### src/rtl/dvp_cam_emulator.sv
// dvp_cam_emulator: synthetic OV7670-style DVP camera source.
// Drives VSYNC / HREF / 8-bit data with RGB565 test patterns, two bytes per
// pixel, one byte per clk. It stands in for the camera pins so the capture
// path can run without a sensor.
// Optional feature: define DVP_SCROLL_EN to scroll patterns 0-2 left by one
// pixel per frame, using a 10-bit frame counter.
module dvp_cam_emulator #(
  parameter int H_ACTIVE = 640,  // pixels per active line, multiple of 8
  parameter int H_BLANK  = 144,  // HREF-low cycles after each line's data
  parameter int V_ACTIVE = 480,  // active lines per frame
  parameter int VS_LINES = 3,    // lines with VSYNC high at frame start
  parameter int V_BACK   = 17,   // blank lines between VSYNC and active
  parameter int V_FRONT  = 10    // blank lines after active
) (
  input  logic        clk,
  input  logic        reset,
  input  logic        en,
  input  logic [1:0]  pattern_sel,
  input  logic [15:0] solid_rgb,
  output logic        vsync,
  output logic        href,
  output logic [7:0]  data,
  output logic        busy,
  output logic        frame_done
);

  localparam int LINE_LEN  = 2 * H_ACTIVE + H_BLANK;
  localparam int HCNT_W    = $clog2(LINE_LEN);
  localparam int MAX_VA    = (VS_LINES > V_BACK) ? VS_LINES : V_BACK;
  localparam int MAX_VB    = (V_ACTIVE > V_FRONT) ? V_ACTIVE : V_FRONT;
  localparam int MAX_LINES = (MAX_VA > MAX_VB) ? MAX_VA : MAX_VB;
  localparam int LCNT_W    = (MAX_LINES > 1) ? $clog2(MAX_LINES) : 1;
  localparam int BAR_W     = H_ACTIVE / 8;

  typedef enum logic [2:0] {
    S_IDLE,
    S_VSYNC,
    S_VBACK,
    S_ACTIVE,
    S_VFRONT
  } state_t;

  state_t              state_q, state_d;
  logic [HCNT_W-1:0]   hcnt_q, hcnt_d;
  logic [LCNT_W-1:0]   lcnt_q, lcnt_d;
  logic [LCNT_W-1:0]   last_line_idx;
  logic                line_end;
  logic                last_line;
  logic                latch_inputs;
  logic [1:0]          sel_q;
  logic [15:0]         solid_q;
  logic [15:0]         px_x;
  logic [15:0]         px_xs;
  logic [15:0]         bar_idx;
  logic                y_bit3;
  logic [15:0]         pixel;

  assign line_end  = (hcnt_q == HCNT_W'(LINE_LEN - 1));
  assign last_line = (lcnt_q == last_line_idx);

  // Index of the final line of the current state, used to end the state.
  always_comb begin
    last_line_idx = '0;
    case (state_q)
      S_VSYNC:  last_line_idx = LCNT_W'(VS_LINES - 1);
      S_VBACK:  last_line_idx = LCNT_W'(V_BACK - 1);
      S_ACTIVE: last_line_idx = LCNT_W'(V_ACTIVE - 1);
      S_VFRONT: last_line_idx = LCNT_W'(V_FRONT - 1);
      default:  last_line_idx = '0;
    endcase
  end

  // State and counter registers; reset drops every output to 0 at once.
  // NOTE: sequential state uses non-blocking assignments so every register
  // samples the pre-edge values of the others, independent of block order.
  always_ff @(posedge clk or posedge reset) begin
    if (reset) begin
      state_q <= S_IDLE;
      hcnt_q  <= '0;
      lcnt_q  <= '0;
    end else begin
      state_q <= state_d;
      hcnt_q  <= hcnt_d;
      lcnt_q  <= lcnt_d;
    end
  end

  // Next-state logic: walk the frame line by line, chaining frames while en.
  // NOTE: every signal gets a default at the top of the block so no path
  // leaves it unassigned, which would otherwise infer a latch.
  always_comb begin
    state_d      = state_q;
    hcnt_d       = hcnt_q;
    lcnt_d       = lcnt_q;
    latch_inputs = 1'b0;
    if (state_q == S_IDLE) begin
      hcnt_d = '0;
      lcnt_d = '0;
      if (en) begin
        state_d      = S_VSYNC;
        latch_inputs = 1'b1;
      end
    end else begin
      hcnt_d = line_end ? '0 : hcnt_q + HCNT_W'(1);
      if (line_end) begin
        lcnt_d = last_line ? '0 : lcnt_q + LCNT_W'(1);
      end
      if (line_end && last_line) begin
        case (state_q)
          S_VSYNC:  state_d = S_VBACK;
          S_VBACK:  state_d = S_ACTIVE;
          S_ACTIVE: state_d = S_VFRONT;
          S_VFRONT: begin
            if (en) begin
              state_d      = S_VSYNC;
              latch_inputs = 1'b1;
            end else begin
              state_d = S_IDLE;
            end
          end
          default:  state_d = S_IDLE;
        endcase
      end
    end
  end

  // Pattern controls are captured only at frame start, so mid-frame changes
  // never disturb the frame in flight.
  always_ff @(posedge clk or posedge reset) begin
    if (reset) begin
      sel_q   <= 2'd0;
      solid_q <= 16'h0000;
    end else if (latch_inputs) begin
      sel_q   <= pattern_sel;
      solid_q <= solid_rgb;
    end
  end

  // Pixel column: two bytes per pixel.
  assign px_x = 16'(hcnt_q[HCNT_W-1:1]);

`ifdef DVP_SCROLL_EN
  logic [9:0] fc_q;

  // Frame counter advances once per completed frame and sets the scroll offset.
  always_ff @(posedge clk or posedge reset) begin
    if (reset) begin
      fc_q <= 10'd0;
    end else if (frame_done) begin
      fc_q <= fc_q + 10'd1;
    end
  end

  assign px_xs = (px_x + 16'(fc_q)) % 16'(H_ACTIVE);
`else
  assign px_xs = px_x;
`endif

  // Bit 3 of the active line index, for the checkerboard.
  assign y_bit3  = |(LCNT_W'(lcnt_q >> 3) & LCNT_W'(1));
  assign bar_idx = px_xs / 16'(BAR_W);

  // RGB565 colour of the current pixel for the latched pattern.
  always_comb begin
    pixel = 16'h0000;
    case (sel_q)
      2'd0: begin
        case (bar_idx)
          16'd0:   pixel = 16'hFFFF;
          16'd1:   pixel = 16'hFFE0;
          16'd2:   pixel = 16'h07FF;
          16'd3:   pixel = 16'h07E0;
          16'd4:   pixel = 16'hF81F;
          16'd5:   pixel = 16'hF800;
          16'd6:   pixel = 16'h001F;
          default: pixel = 16'h0000;
        endcase
      end
      2'd1:    pixel = {px_xs[4:0], px_xs[5:0], px_xs[4:0]};
      2'd2:    pixel = (px_xs[3] ^ y_bit3) ? 16'hFFFF : 16'h0000;
      default: pixel = solid_q;
    endcase
  end

  // Camera outputs decoded from the registered state and counters.
  always_comb begin
    vsync      = (state_q == S_VSYNC);
    busy       = (state_q != S_IDLE);
    href       = (state_q == S_ACTIVE) && (hcnt_q < HCNT_W'(2 * H_ACTIVE));
    frame_done = (state_q == S_VFRONT) && line_end && last_line;
    data       = 8'h00;
    if (href) begin
      data = hcnt_q[0] ? pixel[7:0] : pixel[15:8];
    end
  end

endmodule

### config.mk
export PLATFORM = sky130hd
export DESIGN_NAME = dvp_cam_emulator
export DESIGN_NICKNAME = d
export VERILOG_FILES = /design/src/rtl/dvp_cam_emulator.sv
export SDC_FILE = /design/constraint.sdc
export NUM_CORES = 1
export LEC_CHECK = 0
export ABC_AREA = 1
export BUFFER_PORTS_ARGS = -buffer_cell sky130_fd_sc_hd__buf_4
export CAP_MARGIN = 10
export CORE_AREA = 2 2 79 81
export CTS_CLUSTER_SIZE = 10
export DETAILED_ROUTE_END_ITERATION = 7
export DIE_AREA = 0 0 81 83
export PLACE_DENSITY_LB_ADDON = 0.1
export SKIP_CTS_REPAIR_TIMING = 1
export SYNTH_ARGS = -nofsm -noshare
export SYNTH_HDL_FRONTEND = slang
export SYNTH_SLANG_ARGS = --single-unit
### constraint.sdc
create_clock -name clk -period 3.7 [get_ports clk]
set_input_delay 0.555 -clock clk [delete_from_list [all_inputs] [get_ports clk]]
set_output_delay 0.555 -clock clk [all_outputs]
set_load 0.1 [all_outputs]
After elaboration in Yosys (flattened, before gate mapping)

Index checks and enable logic that the tools add are counted.

Add/subtract/negate cells: 2
Eq/ne operators: 15
Reductions and logical operators: 11
Muxes and demuxes: 20
Div/mod/pow operators: 1
Bitwise operators: 1
Order comparisons: 1

Operators by type and width:

| kind                                                              | number |
|---|---|
| 16-bit one-hot mux with 7 select lines                            | 1 |
| 16-bit by 3-bit == test with 1-bit output, second input constant  | 3 |
| 16-bit one-hot mux with 3 select lines                            | 1 |
| 9-bit one-hot mux with 4 select lines                             | 1 |
| 16-bit by 2-bit == test with 1-bit output, second input constant  | 2 |
| 9-bit 2-to-1 mux                                                  | 3 |
| 11-bit 2-to-1 mux                                                 | 2 |
| 10-bit by 7-bit divider with 16-bit output, second input constant | 1 |
| 16-bit by 1-bit == test with 1-bit output, second input constant  | 1 |
| 16-bit zero test                                                  | 1 |
| 16-bit 2-to-1 mux                                                 | 1 |
| 8-bit 2-to-1 mux                                                  | 2 |
| 3-bit one-hot mux with 4 select lines                             | 1 |
| 11-bit by 1-bit adder with 11-bit output, second input constant   | 1 |
| 11-bit == test, second input constant                             | 1 |
| 11-bit less-than comparator, second input constant                | 1 |
| 9-bit by 1-bit adder with 9-bit output, second input constant     | 1 |
| 9-bit == test                                                     | 1 |
| 3-bit 2-to-1 mux                                                  | 3 |
| 3-bit by 2-bit == test with 1-bit output, second input constant   | 2 |
| 1-bit 2-to-1 mux                                                  | 5 |
| 1-bit logical AND                                                 | 4 |
| 2-bit nonzero test                                                | 2 |
| 3-bit by 1-bit == test with 1-bit output, second input constant   | 1 |
| other kinds (9)                                                   | 9 |

Logic and storage cells: 56
Output and inout bits: 12
Bits of input ports: 21
Register bits after elaboration: 41

Longest topological paths before layout

Gate-level depths: netlist of run 1.

Depth after elaboration: 6
Mapped depth: 16
Mapped depth without buffers: 15

Least setup slack after synthesis of run 1

OpenSTA, ideal clock, no wires.

Path kind: reg2out
Start point: register state_q[2]
End point: output data[0]
Setup slack: -0.795 ns
Stages on the path, launching flop included: 9
Path buffers: 1
Arrival: 3.940 ns
Path through: dfrtp_1 > buf_6 > inv_2 > nand2_2 > nor2_1 > inv_2 > nor2_1 > o21ai_0 > a21oi_1

Cells in the longest elaborated chain, start to end: 3

Ends and longest elaborated chain:

| what                                     | RTL line | RTL |
|---|---|---|
| from (decl)                              | 43       | `state_t state_q, state_d;` |
| from (signal assigned)                   | 82       | `state_q <= state_d;` |
| 3-bit by 2-bit == test with 1-bit output | 189      | `href = (state_q == S_ACTIVE) && (hcnt_q < HCNT_W'(2 * H_ACTIVE));` |
| 1-bit logical AND                        | 189      |  |
| net href                                 | 21       | `output logic href,` |
| 8-bit 2-to-1 mux                         | 192      | `if (href) begin` |
| to (decl)                                | 22       | `output logic [7:0] data,` |

The timed path passes the listed nets, and every way through them passes these cells.

Worst setup path after layout of run 1

Start point: register hcnt_q[9]
End point: output data[2]

Cells in the longest elaborated chain, start to end: 6
Elaborated cells on any way between the ends: 14
Classes of those cells: 1 x div; 1 x order compare; 6 x eq/ne; 4 x mux; 2 x reduce/logical

Ends and longest elaborated chain:

| what                                                              | RTL line | RTL |
|---|---|---|
| from (decl)                                                       | 44       | `logic [HCNT_W-1:0] hcnt_q, hcnt_d;` |
| from (signal assigned)                                            | 83       | `hcnt_q <= hcnt_d;` |
| 10-bit by 7-bit divider with 16-bit output                        | 161      | `assign bar_idx = px_xs / 16'(BAR_W);` |
| 16-bit by 3-bit == test with 1-bit output (tied with other cells) | 168      | `case (bar_idx)` |
| 16-bit one-hot mux with 7 select lines                            | 168      |  |
| 16-bit one-hot mux with 3 select lines                            | 166      | `case (sel_q)` |
| 8-bit 2-to-1 mux                                                  | 193      | `data = hcnt_q[0] ? pixel[7:0] : pixel[15:8];` |
| 8-bit 2-to-1 mux (*)                                              | 192      |  |

Mark *: on every way between the ends. The rest lies on a longest branch, timed or not.

==> insert_results.sql, run 1 <==
INSERT INTO impl_metrics (metric_group, metric, value, unit) VALUES
('outcome', 'result_of_the_run', 'finished clean', ''),
('critical_path', 'critical_path_maximum_fanout', '10', ''),
('timing', 'rsz_0062_raised_after_global_routing', 'no', ''),
('timing', 'min_period', '3120', 'ps'),
('cells_and_area', 'syn2layout_area_growth', '16.7', '%'),
('power_and_ir_drop', 'total_leakage_power', '1.46', 'nW'),
('power_and_ir_drop', 'peakVddDrop', '0.486', 'mV'),
('flow_run', 'max_capacitance_violation_total', '0', ''),
('critical_path', 'cp_common_cell', 'sky130_fd_sc_hd__nand2_1', ''),
('yosys', 'avgSynthCellArea', '7.01', 'um2'),
('routing', 'drcViolationCount', '0', ''),
('cells_and_area', 'final_common_cell', 'sky130_fd_sc_hd__nand2_1', ''),
('critical_path', 'slowest_stage', 'sky130_fd_sc_hd__dfrtp_1', ''),
('critical_path', 'critical_path.startpoint_type', 'flip-flop', ''),
('power_and_ir_drop', 'power_switching_share', '0.490', ''),
('yosys', 'seq_area_frac_synth', '0.399', ''),
('power_and_ir_drop', 'clock_power_share', '0.180', ''),
('floorplan', 'std_cell_rows', '28', ''),
('critical_path', 'timing.critical_path.arrival', '2560', 'ps'),
('routing', 'totalWireLength', '6330', 'um'),
('yosys', 'synth.area.top_cells', 'sky130_fd_sc_hd__dfrtp_1, sky130_fd_sc_hd__nand2_1, sky130_fd_sc_hd__nand3_1', ''),
('yosys', 'synth_enable_flop_cells', '0', ''),
('timing', 'clock.fmax', '321', 'MHz'),
('yosys', 'synthesis.nets', '390', ''),
('timing', 'timing_worst_slew_pin_value', '559', 'ps'),
('floorplan', 'start_util', '0.442', ''),
('power_and_ir_drop', 'internal-power', '0.00108', 'W'),
('yosys', 'post_synth_design_cell_area', '2570', 'um2'),
('clocking', 'htree_num_levels', '2', ''),
('yosys', 'asyncSetResetFlopFracSynth', '1.00', ''),
('place', 'routability_cong', '0.915', ''),
('critical_path', 'reg2reg_depth', '9', ''),
('power_and_ir_drop', 'power-per-cell-area', '706', 'nW/um2'),
('yosys', 'ys_types', '33', ''),
('cells_and_area', 'num_antenna_cells', '0', ''),
('place', 'detailedPlacementHpwl', '4570', 'um'),
('yosys', 'yosys_warnings', '0', ''),
('yosys', 'netlist.top_cell.by_area', 'sky130_fd_sc_hd__dfrtp_1', ''),
('timing', 'setup-violations-final', '0', ''),
('timing', 'timing_max_transition_violations_final', '0', ''),
('power_and_ir_drop', 'total_switching_power', '0.00104', 'W'),
('grt', 'grt_pass1_wl', '11000', 'um'),
('grt', 'largest_net_degree_at_the_start_of_global_routing', '42', ''),
('grt', 'gr-total-overflow', '0', ''),
('power_and_ir_drop', 'p_comb_frac', '0.489', ''),
('critical_path', 'critical_path.cell_chain', 'nor2_2, nor2_1, nand2_1, nand2_1, nand3_1, nand2_1, inv_1, nand2_1, nand2_1, nand2_1, nand4_1, nand2_1, nand2_1, a21oi_2, buf_4', ''),
('clocking', 'clk_path_buf_depth', '2', ''),
('power_and_ir_drop', 'total_power', '0.00212', 'W'),
('critical_path', 'worst-endpoint-required', '3140', 'ps'),
('routing', 'vias', '2488', ''),
('clocking', 'ctsRootBufferMaster', 'sky130_fd_sc_hd__clkbuf_8', ''),
('clocking', 'cts-buffers-inserted', '5', ''),
('floorplan', 'core-area', '5820', 'um2'),
('routing', 'drt_first_iter_violations', '157', ''),
('routing', 'postRouteAntennaNets', '0', ''),
('routing', 'dr.pass1.iters', '4', ''),
('critical_path', 'timing.setup.critical_path_class', 'reg -> out', ''),
('routing', 'routedWlPerCell', '13.4', 'um'),
('cells_and_area', 'post_route_cells_drive_above_1_share', '0.186', ''),
('grt', 'via_count_of_the_first_global_routing_pass', '2295', ''),
('critical_path', 'reg2reg_setup_slack', '1060', 'ps'),
('timing', 'timing.max_slew.rel_slack', '0.627', ''),
('clocking', 'cts_tree', 'yes', ''),
('clocking', 'path_clk_slew', '90', 'ps'),
('timing', 'hold_ws', '371', 'ps'),
('yosys', 'synth_ff_type', 'sky130_fd_sc_hd__dfrtp_1', ''),
('clocking', 'cts.sinks', '41', ''),
('yosys', 'synthesis.instances', '367', ''),
('critical_path', 'crit_path_end_kind', 'primary output', ''),
('critical_path', 'cpPeakStageDelay', '550', 'ps'),
('worst_hold_path', 'worstHoldPathType', 'in -> async', '');
synthesized netlist by cell type (3+ instances only):
cell and number:
sky130_fd_sc_hd__nor4_1 3, sky130_fd_sc_hd__o21ai_1 4, sky130_fd_sc_hd__a21oi_1 20, sky130_fd_sc_hd__clkbuf_1 4
sky130_fd_sc_hd__nand4_1 8, sky130_fd_sc_hd__nand2_1 91, sky130_fd_sc_hd__o21ai_0 21, sky130_fd_sc_hd__nor3_1 8
sky130_fd_sc_hd__or2_2 5, sky130_fd_sc_hd__o221ai_1 3, sky130_fd_sc_hd__nor2_1 38, sky130_fd_sc_hd__xor2_1 4
sky130_fd_sc_hd__o211ai_1 4, sky130_fd_sc_hd__buf_2 3, sky130_fd_sc_hd__nand3_1 36, sky130_fd_sc_hd__dfrtp_1 41
sky130_fd_sc_hd__inv_2 8, sky130_fd_sc_hd__inv_1 43, sky130_fd_sc_hd__nor2_2 3
flip-flops by register name, summed over array words and instances (netlist names):
name,flops
hcnt_q,11
lcnt_q,9
solid_q,16
sel_q,2
state_q,3
final cells by class:
type,count,area (um2)
Tap cell,75,93.8
Fill cell,616,2810
Multi-Input combinational cell,264,1320
Clock buffer,5,68.8
Inverter,51,191
Timing Repair Buffer,34,255
Sequential cell,41,1030
Clock inverter,3,46.3
routing by layer:
metal | GRT usage | wire, um | up-vias
met3 | 0.0370 | 245 | 6
met1 | 0.304 | 3160 | 1174
met4 | 0.0431 | 69 | 0
met2 | 0.309 | 2850 | 50
met5 | 0 | 0 | -
li1 | - | - | 1258
worst max-delay path: cells and delay by family, from the launching register on:
family	cells	cell delay (ps)
AOI/OAI and AO/OA	1	130
buffers and inverters	2	390
DFF	1	550
and+or+nand+nor	12	1180
cell families after synthesis:
| kind of cell | count (synthesis) | share of synthesized area |
|---|---|---|
| XOR/XNOR | 4 | 0.0136 |
| AO/OA/AOI/OAI | 61 | 0.143 |
| flip-flops | 41 | 0.399 |
| buffers and inverters | 62 | 0.101 |
| adder cells (fa/ha/maj) | 2 | 0.00973 |
| AND/OR/NAND/NOR | 197 | 0.335 |
power by group through the flow:
stage	Sequential, W	Clock, W	Combinational, W
after floorplan	0.000644	0	0.000872
after global placement	0.000704	0	0.00102
after detailed placement	0.000706	0	0.00103
after CTS	0.000699	0.000389	0.00104
after global routing	0.000720	0.000415	0.00116
final	0.000702	0.000381	0.00104
worst max-delay path by stage:
stage / start / endpoint
after floorplan: state_q[2]$_DFFE_PP0P_ / data[0]
after global placement: hcnt_q[9]$_DFF_PP0_ / data[4]
after detailed placement: hcnt_q[9]$_DFF_PP0_ / data[4]
after CTS: hcnt_q[9]$_DFF_PP0_ / data[4]
after global routing: hcnt_q[9]$_DFF_PP0_ / data[2]
final: hcnt_q[9]$_DFF_PP0_ / data[2]
per-stage QoR:
step                       util  std cells  instance area [um2]  worst slack, ps
after global routing      0.516        473                 3000              278
after global placement    0.496        465                 2890             1020
after CTS                 0.516        473                 3000              602
after detailed placement  0.496        465                 2890              939
final                     0.516        473                 3000              584
after floorplan               -        367                 2610              364
No activity file was read; power rests on OpenSTA's default activity.
==> run 2: changes to the inputs <==
--- a/config.mk
+++ b/config.mk
@@ -5,7 +5,7 @@
 export SDC_FILE = /design/constraint.sdc
 export NUM_CORES = 1
 export LEC_CHECK = 0
-export ABC_AREA = 1
+export ABC_AREA = 0
 export BUFFER_PORTS_ARGS = -buffer_cell sky130_fd_sc_hd__buf_4
 export CAP_MARGIN = 10
 export CORE_AREA = 2 2 79 81
==> constraint.sdc (replaced) <==
create_clock -name clk -period 3.1 [get_ports clk]
set_input_delay 0.465 -clock clk [delete_from_list [all_inputs] [get_ports clk]]
set_output_delay 0.465 -clock clk [all_outputs]
set_load 0.1 [all_outputs]
==> insert_results.sql, run 2 <==
INSERT INTO impl_metrics (metric_group, metric, value, unit) VALUES
('yosys', 'synth-simple-area-share', '0.208', ''),
('cells_and_area', 'largestRegisters', 'solid_q: 16 flops, hcnt_q: 11 flops, lcnt_q: 9 flops', ''),
('power_and_ir_drop', 'total_leakage_power', '1.36', 'nW'),
('routing', 'avgViaCountPerCell', '5.48', ''),
('critical_path', 'startpoint', 'hcnt_q[9]$_DFF_PP0_', ''),
('critical_path', 'crit_path_end_kind', 'primary output', ''),
('power_and_ir_drop', 'peakVddDrop', '0.223', 'mV'),
('timing', 'clock.fmax', '335', 'MHz'),
('yosys', 'netlist.top_cell.by_area', 'sky130_fd_sc_hd__dfrtp_1', ''),
('timing', 'fin_crit_sh', '0.962', ''),
('yosys', 'yosys_warnings', '0', ''),
('routing', 'vias', '2054', ''),
('place', 'post_dp_cell_area', '2980', 'um2'),
('yosys', 'synth_enable_flop_cells', '0', ''),
('floorplan', 'core-area', '5820', 'um2'),
('critical_path', 'timing.critical_path.arrival', '2520', 'ps'),
('flow_run', 'max_capacitance_violation_total', '0', ''),
('cells_and_area', 'final_common_cell', 'sky130_fd_sc_hd__dfrtp_1', ''),
('floorplan', 'pin_count', '33', ''),
('yosys', 'synthesis.nets', '293', ''),
('timing', 'setup-violations-final', '0', ''),
('timing', 'rsz_0062_raised_after_global_routing', 'no', ''),
('cells_and_area', 'syn2layout_area_growth', '21.7', '%'),
('yosys', 'ys_types', '50', ''),
('cells_and_area', 'layout.cell_area.non_filler', '3120', 'um2'),
('floorplan', 'fp.dieW', '81', 'um'),
('power_and_ir_drop', 'power_switching_share', '0.208', ''),
('critical_path', 'timing.setup.critical_path_class', 'reg -> out', ''),
('outcome', 'result_of_the_run', 'finished clean', ''),
('timing', 'clock_skew', '2.99', 'ps'),
('cells_and_area', 'num_antenna_cells', '0', ''),
('yosys', 'synthesis.instances', '270', ''),
('yosys', 'post_synth_xor_area_fraction', '0.0649', ''),
('yosys', 'asyncSetResetFlopFracSynth', '1.00', ''),
('clocking', 'cts.sinks', '41', ''),
('timing', 'timing_worst_slew_pin_value', '701', 'ps'),
('critical_path', 'timing.critical_path.buf_inv', '1', ''),
('routing', 'routedWlPerCell', '15.8', 'um'),
('clocking', 'path_clk_slew', '80', 'ps'),
('clocking', 'clk_path_buf_depth', '2', ''),
('yosys', 'largest_family_of_logic_cells_by_synthesized_area', 'simple AND/OR/NAND/NOR gates', ''),
('timing', 'min_period', '2980', 'ps'),
('floorplan', 'start_util', '0.441', ''),
('yosys', 'complex_gate_fraction_of_the_synthesized_area', '0.148', ''),
('routing', 'dr.pass1.iters', '4', ''),
('power_and_ir_drop', 'p_comb_frac', '0.031', ''),
('yosys', 'yosys.area.top_type_share', '0.400', ''),
('floorplan', 'die-area', '6720', 'um2'),
('power_and_ir_drop', 'power-per-cell-area', '329', 'nW/um2'),
('grt', 'via_count_of_the_first_global_routing_pass', '2046', ''),
('routing', 'drcViolationCount', '0', ''),
('place', 'detailedPlacementHpwl', '4270', 'um'),
('routing', 'postRouteAntennaNets', '0', ''),
('yosys', 'yosys.area_share.adder', '0.00977', ''),
('cells_and_area', 'register_with_the_highest_flop_count', 'solid_q', ''),
('critical_path', 'slowest_stage', 'sky130_fd_sc_hd__a311o_2', ''),
('cells_and_area', 'layout.cells.most_common_list', 'sky130_fd_sc_hd__dfrtp_1, sky130_fd_sc_hd__buf_4, sky130_fd_sc_hd__nor2_1', ''),
('power_and_ir_drop', 'total_switching_power', '0.000214', 'W'),
('critical_path', 'critical_path_maximum_fanout', '14', ''),
('yosys', 'postSynthRegisterBits', '41', ''),
('critical_path', 'worst-endpoint-required', '2630', 'ps'),
('grt', 'gr-total-overflow', '0', ''),
('grt', 'track_usage', '0.193', ''),
('cells_and_area', 'finish.net_count', '322', ''),
('critical_path', 'worst_r2r_startpoint', 'hcnt_q[5]$_DFF_PP0_', ''),
('timing', 'timing.final.hold_violations', '0', ''),
('yosys', 'synth_most_common_cell', 'sky130_fd_sc_hd__dfrtp_1', ''),
('yosys', 'seq_area_frac_synth', '0.400', ''),
('critical_path', 'critical_path.startpoint_type', 'flip-flop', ''),
('power_and_ir_drop', 'sequentialPowerShare', '0.520', ''),
('power_and_ir_drop', 'internal-power', '0.000814', 'W'),
('floorplan', 'std_cell_rows', '28', ''),
('yosys', 'synth_ff_type', 'sky130_fd_sc_hd__dfrtp_1', ''),
('power_and_ir_drop', 'clock_power_share', '0.449', ''),
('yosys', 'top_cells_by_instance_count_after_synthesis', 'sky130_fd_sc_hd__dfrtp_1, sky130_fd_sc_hd__nor2_1, sky130_fd_sc_hd__a21oi_1', ''),
('clocking', 'ctsRootBufferMaster', 'sky130_fd_sc_hd__clkbuf_8', ''),
('critical_path', 'cpPeakStageDelay', '520', 'ps'),
('critical_path', 'top_cell_family_by_delay_on_the_critical_path', 'compound AO/OA/AOI/OAI gates', ''),
('routing', 'drt_first_iter_violations', '101', ''),
('clocking', 'clkLatencyLatePin', '300', 'ps'),
('clocking', 'cts_tree', 'yes', ''),
('critical_path', 'critical_path.cell_chain', 'nor2b_1, and2_1, o21ai_0, o311ai_0, a311o_2, a311oi_4, buf_6', ''),
('yosys', 'synth.mux.area_fraction', '0.115', ''),
('power_and_ir_drop', 'total_power', '0.00103', 'W'),
('place', 'dp_worst_setup_slack', '294', 'ps'),
('worst_hold_path', 'worstHoldPathType', 'in -> async', ''),
('clocking', 'cts-buffers-inserted', '5', ''),
('clocking', 'htree_num_levels', '2', ''),
('timing', 'postLayoutSetupSlackWorst', '118', 'ps'),
('grt', 'grt_antenna_before_repair', '0', ''),
('floorplan', 'fp.dieH', '83', 'um'),
('routing', 'totalWireLength', '5940', 'um'),
('place', 'routability_cong', '0.804', ''),
('yosys', 'post_synth_design_cell_area', '2560', 'um2'),
('cells_and_area', 'number_of_flip_flops_in_the_largest_register', '16', ''),
('yosys', 'avgSynthCellArea', '9.49', 'um2'),
('timing', 'timing_max_transition_violations_final', '0', ''),
('grt', 'grt_pass1_wl', '10300', 'um'),
('grt', 'largest_net_degree_at_the_start_of_global_routing', '27', ''),
('timing', 'timing.max_slew.rel_slack', '0.532', ''),
('cells_and_area', 'post_route_cells_drive_above_1_share', '0.303', ''),
('yosys', 'synth.area.top_cells', 'sky130_fd_sc_hd__dfrtp_1, sky130_fd_sc_hd__mux2_4, sky130_fd_sc_hd__mux2_2', ''),
('place', 'buffer_ports.inserted', '32', '');
run 2: changes by cell type after synthesis, moves of 7 or more:
cell,change
sky130_fd_sc_hd__mux2_4,+10
sky130_fd_sc_hd__mux2_2,+12
sky130_fd_sc_hd__inv_2,-8
sky130_fd_sc_hd__inv_1,-31
sky130_fd_sc_hd__xnor2_1,+10
sky130_fd_sc_hd__nor2b_1,+7
sky130_fd_sc_hd__o21ai_0,-8
sky130_fd_sc_hd__clkbuf_1,+7
sky130_fd_sc_hd__nand2_1,-81
sky130_fd_sc_hd__nand3_1,-25
run 2: worst reg2reg max path, delay by kind of cell, from the launching register on:
kind                   cells  cell delay, ps
and+or+nand+nor            3            1120
DFF                        1             480
AOI/OAI and AO/OA          2             400
muxes                      1             360
buffers and inverters      1             190
run 2: per-stage QoR:
stage / cells / TNS, ps / hold slack, ps / utilization
final: 375 / 0 / 268 / 0.536
after detailed placement: 367 / 0 / 490 / 0.513
after floorplan: 270 / -569 / 476 / -
after CTS: 375 / -98.7 / 276 / 0.534
after global placement: 367 / 0 / 487 / 0.513
after global routing: 375 / 0 / 310 / 0.536
run 2: per-layer routing:
| metal | routed length [um] | vias up | GRT usage | share of wire |
|---|---|---|---|---|
| li1 | - | 1031 | - | - |
| met1 | 2940 | 984 | 0.291 | 0.49 |
| met2 | 2690 | 33 | 0.278 | 0.45 |
| met3 | 239 | 6 | 0.0467 | 0.040 |
| met4 | 72 | 0 | 0.0431 | 0.012 |
| met5 | 0 | - | 0 | 0 |
run 2: cell type report:
class                   count  area [um2]
repair buffers             39         317
fillers                   587        2700
inverters                  12        48.8
clock buffers               6        82.6
flip-flops and latches     41        1030
multi-input cells         200        1510
well taps                  75        93.8
clock inverters             2        37.5
run 2: path summary, 6_finish.rpt:
check	end	slack [ps]	depth (start not counted)
setup reg to reg	solid_q[10]$_DFFE_PP0P_	450	7
hold / removal	solid_q[3]$_DFFE_PP0P_	270	2
setup / recovery	data[0]	120	7
hold reg to reg	solid_q[12]$_DFFE_PP0P_	510	1
min in group clk	solid_q[4]$_DFFE_PP0P_	390	2
max in group asynchronous	state_q[2]$_DFFE_PP0P_	2000	3
run 2: power by group through the flow:
stage,sequential (W),clock (W),combinational (W)
6_report,0.000534,0.000461,0.0000323
5_1_grt,0.000534,0.000498,0.0000368
4_1_cts,0.000534,0.000469,0.0000334
3_5_place_dp,0.000545,0,0.0000333
3_3_place_gp,0.000545,0,0.0000333
2_1_floorplan,0.000545,0,0.00000922
run 2: cell families after synthesis:
| family | after synthesis |
|---|---|
| flip-flops | 41 |
| XOR/XNOR | 19 |
| AND/OR/NAND/NOR | 100 |
| buffers and inverters | 29 |
| multiplexers | 23 |
| AO/OA/AOI/OAI | 56 |
| adder cells (fa/ha/maj) | 2 |
==> run 3: changes to the inputs <==
--- a/config.mk
+++ b/config.mk
@@ -12,7 +12,6 @@
 export CTS_CLUSTER_SIZE = 10
 export DETAILED_ROUTE_END_ITERATION = 7
 export DIE_AREA = 0 0 81 83
-export PLACE_DENSITY_LB_ADDON = 0.1
 export SKIP_CTS_REPAIR_TIMING = 1
 export SYNTH_ARGS = -nofsm -noshare
 export SYNTH_HDL_FRONTEND = slang
==> insert_results.sql, run 3 (synthesis results as in run 2) <==
INSERT INTO impl_metrics (metric_group, metric, value, unit) VALUES
('outcome', 'result_of_the_run', 'finished clean', ''),
('power_and_ir_drop', 'total_power', '0.000917', 'W'),
('grt', 'track_usage', '0.188', ''),
('cells_and_area', 'final_common_cell', 'sky130_fd_sc_hd__dfrtp_1', ''),
('power_and_ir_drop', 'power_switching_share', '0.228', ''),
('routing', 'routedWlPerCell', '15.0', 'um'),
('timing', 'min_period', '3000', 'ps'),
('power_and_ir_drop', 'total_switching_power', '0.000209', 'W'),
('routing', 'vias', '2108', ''),
('timing', 'fin_crit_sh', '0.967', ''),
('clocking', 'ctsRootBufferMaster', 'sky130_fd_sc_hd__clkbuf_8', ''),
('floorplan', 'die-area', '6720', 'um2'),
('clocking', 'cts_tree', 'yes', ''),
('grt', 'largest_net_degree_at_the_start_of_global_routing', '28', ''),
('place', 'post_dp_cell_area', '2980', 'um2'),
('flow_run', 'max_capacitance_violation_total', '0', ''),
('power_and_ir_drop', 'total_leakage_power', '1.36', 'nW'),
('worst_hold_path', 'worstHoldPathType', 'in -> async', ''),
('routing', 'dr.pass1.iters', '4', ''),
('critical_path', 'crit_path_end_kind', 'primary output', ''),
('floorplan', 'start_util', '0.441', ''),
('cells_and_area', 'post_route_cells_drive_above_1_share', '0.309', ''),
('clocking', 'clk_path_buf_depth', '2', ''),
('floorplan', 'std_cell_rows', '28', ''),
('grt', 'via_count_of_the_first_global_routing_pass', '2049', ''),
('floorplan', 'fp.dieH', '83', 'um'),
('routing', 'drt_first_iter_violations', '112', ''),
('timing', 'timing_worst_slew_pin_value', '583', 'ps'),
('routing', 'avgViaCountPerCell', '5.61', ''),
('place', 'routability_cong', '0.795', ''),
('power_and_ir_drop', 'p_comb_frac', '0.035', ''),
('cells_and_area', 'finish.utilization', '0.533', ''),
('cells_and_area', 'layout.cells.most_common_list', 'sky130_fd_sc_hd__dfrtp_1, sky130_fd_sc_hd__buf_4, sky130_fd_sc_hd__nor2_1', ''),
('critical_path', 'timing.setup.critical_path_class', 'reg -> out', ''),
('cells_and_area', 'syn2layout_area_growth', '21.0', '%'),
('cells_and_area', 'register_with_the_highest_flop_count', 'solid_q', ''),
('power_and_ir_drop', 'clock_power_share', '0.382', ''),
('cells_and_area', 'finish.net_count', '323', ''),
('critical_path', 'timing.critical_path.arrival', '2530', 'ps'),
('grt', 'grt_pass1_wl', '9980', 'um'),
('critical_path', 'critical_path_maximum_fanout', '9', ''),
('clocking', 'clkLatencyLatePin', '300', 'ps'),
('cells_and_area', 'largestRegisters', 'solid_q: 16 flops, hcnt_q: 11 flops, lcnt_q: 9 flops', ''),
('grt', 'grt_antenna_before_repair', '0', ''),
('floorplan', 'pin_count', '33', ''),
('grt', 'gr-total-overflow', '0', ''),
('power_and_ir_drop', 'internal-power', '0.000707', 'W'),
('cells_and_area', 'number_of_flip_flops_in_the_largest_register', '16', ''),
('timing', 'setup-violations-final', '0', ''),
('place', 'buffer_ports.inserted', '32', ''),
('timing', 'timing.max_slew.rel_slack', '0.611', ''),
('floorplan', 'fp.dieW', '81', 'um'),
('routing', 'postRouteAntennaNets', '0', ''),
('timing', 'timing.final.hold_violations', '0', ''),
('floorplan', 'core-area', '5820', 'um2'),
('clocking', 'htree_num_levels', '2', ''),
('critical_path', 'critical_path.startpoint_type', 'flip-flop', ''),
('timing', 'timing_max_transition_violations_final', '0', ''),
('timing', 'rsz_0062_raised_after_global_routing', 'no', ''),
('power_and_ir_drop', 'power-per-cell-area', '295', 'nW/um2'),
('cells_and_area', 'num_antenna_cells', '0', ''),
('timing', 'clock_skew', '9.12', 'ps'),
('critical_path', 'worst-endpoint-required', '2630', 'ps'),
('power_and_ir_drop', 'sequentialPowerShare', '0.583', ''),
('timing', 'clock.fmax', '334', 'MHz'),
('routing', 'totalWireLength', '5650', 'um'),
('routing', 'drcViolationCount', '0', ''),
('place', 'detailedPlacementHpwl', '4120', 'um'),
('clocking', 'cts-buffers-inserted', '5', ''),
('clocking', 'path_clk_slew', '80', 'ps'),
('clocking', 'cts.sinks', '41', ''),
('power_and_ir_drop', 'peakVddDrop', '0.176', 'mV'),
('cells_and_area', 'layout.cell_area.non_filler', '3100', 'um2');
run 3: per-layer routing:
| layer | track usage | up-vias | part of all wire |
|---|---|---|---|
| met2 | 0.276 | 56 | 0.45 |
| met4 | 0.0663 | 0 | 0.013 |
| met5 | 0 | - | 0 |
| met3 | 0.0391 | 6 | 0.049 |
| li1 | - | 1042 | - |
| met1 | 0.273 | 1004 | 0.49 |
run 3: final timing paths:
check | slack, ps | end | depth (start not counted) | from
max | 100 | data[3] | 8 | hcnt_q[9]$_DFF_PP0_
min | 220 | solid_q[3]$_DFFE_PP0P_ | 2 | reset
min reg2reg | 510 | solid_q[9]$_DFFE_PP0P_ | 1 | solid_q[9]$_DFFE_PP0P_
max reg2reg | 390 | solid_q[13]$_DFFE_PP0P_ | 8 | hcnt_q[9]$_DFF_PP0_
min in group clk | 390 | solid_q[7]$_DFFE_PP0P_ | 2 | solid_rgb[7]
max in group asynchronous | 2080 | hcnt_q[9]$_DFF_PP0_ | 3 | reset
run 3: critical path, cell delays in order (launching register included):
cell	delay, ps
sky130_fd_sc_hd__dfrtp_2	460
sky130_fd_sc_hd__buf_4	170
sky130_fd_sc_hd__nor2b_1	150
sky130_fd_sc_hd__a21o_1	170
sky130_fd_sc_hd__a21oi_1	160
sky130_fd_sc_hd__nand3_1	90
sky130_fd_sc_hd__a311o_2	440
sky130_fd_sc_hd__a311oi_4	330
sky130_fd_sc_hd__buf_6	260
run 3: cell type report:
type	instances	area [um2]
Fill cell	542	2710
Multi-Input combinational cell	200	1510
Tap cell	75	93.8
Sequential cell	41	1030
Clock inverter	3	17.5
Inverter	12	48.8
Timing Repair Buffer	40	333
Clock buffer	5	68.8
run 3: per-stage QoR:
stage | hold slack (ps) | setup WS [ps] | TNS [ps] | std cells
floorplan | 476 | -381 | -569 | 270
detailed placement | 492 | 275 | 0 | 366
CTS | 249 | -60.9 | -140 | 374
global placement | 488 | 355 | 0 | 366
global route | 278 | 23.7 | 0 | 376
finish | 223 | 102 | 0 | 376
run 3: power groups by stage:
| stage | clock (W) | sequential, W | combinational (W) |
|---|---|---|---|
| CTS | 0.000366 | 0.000534 | 0.0000336 |
| global route | 0.000394 | 0.000534 | 0.0000367 |
| detailed placement | 0 | 0.000545 | 0.0000335 |
| finish | 0.000350 | 0.000534 | 0.0000319 |
| floorplan | 0 | 0.000545 | 0.00000922 |
| global placement | 0 | 0.000545 | 0.0000329 |
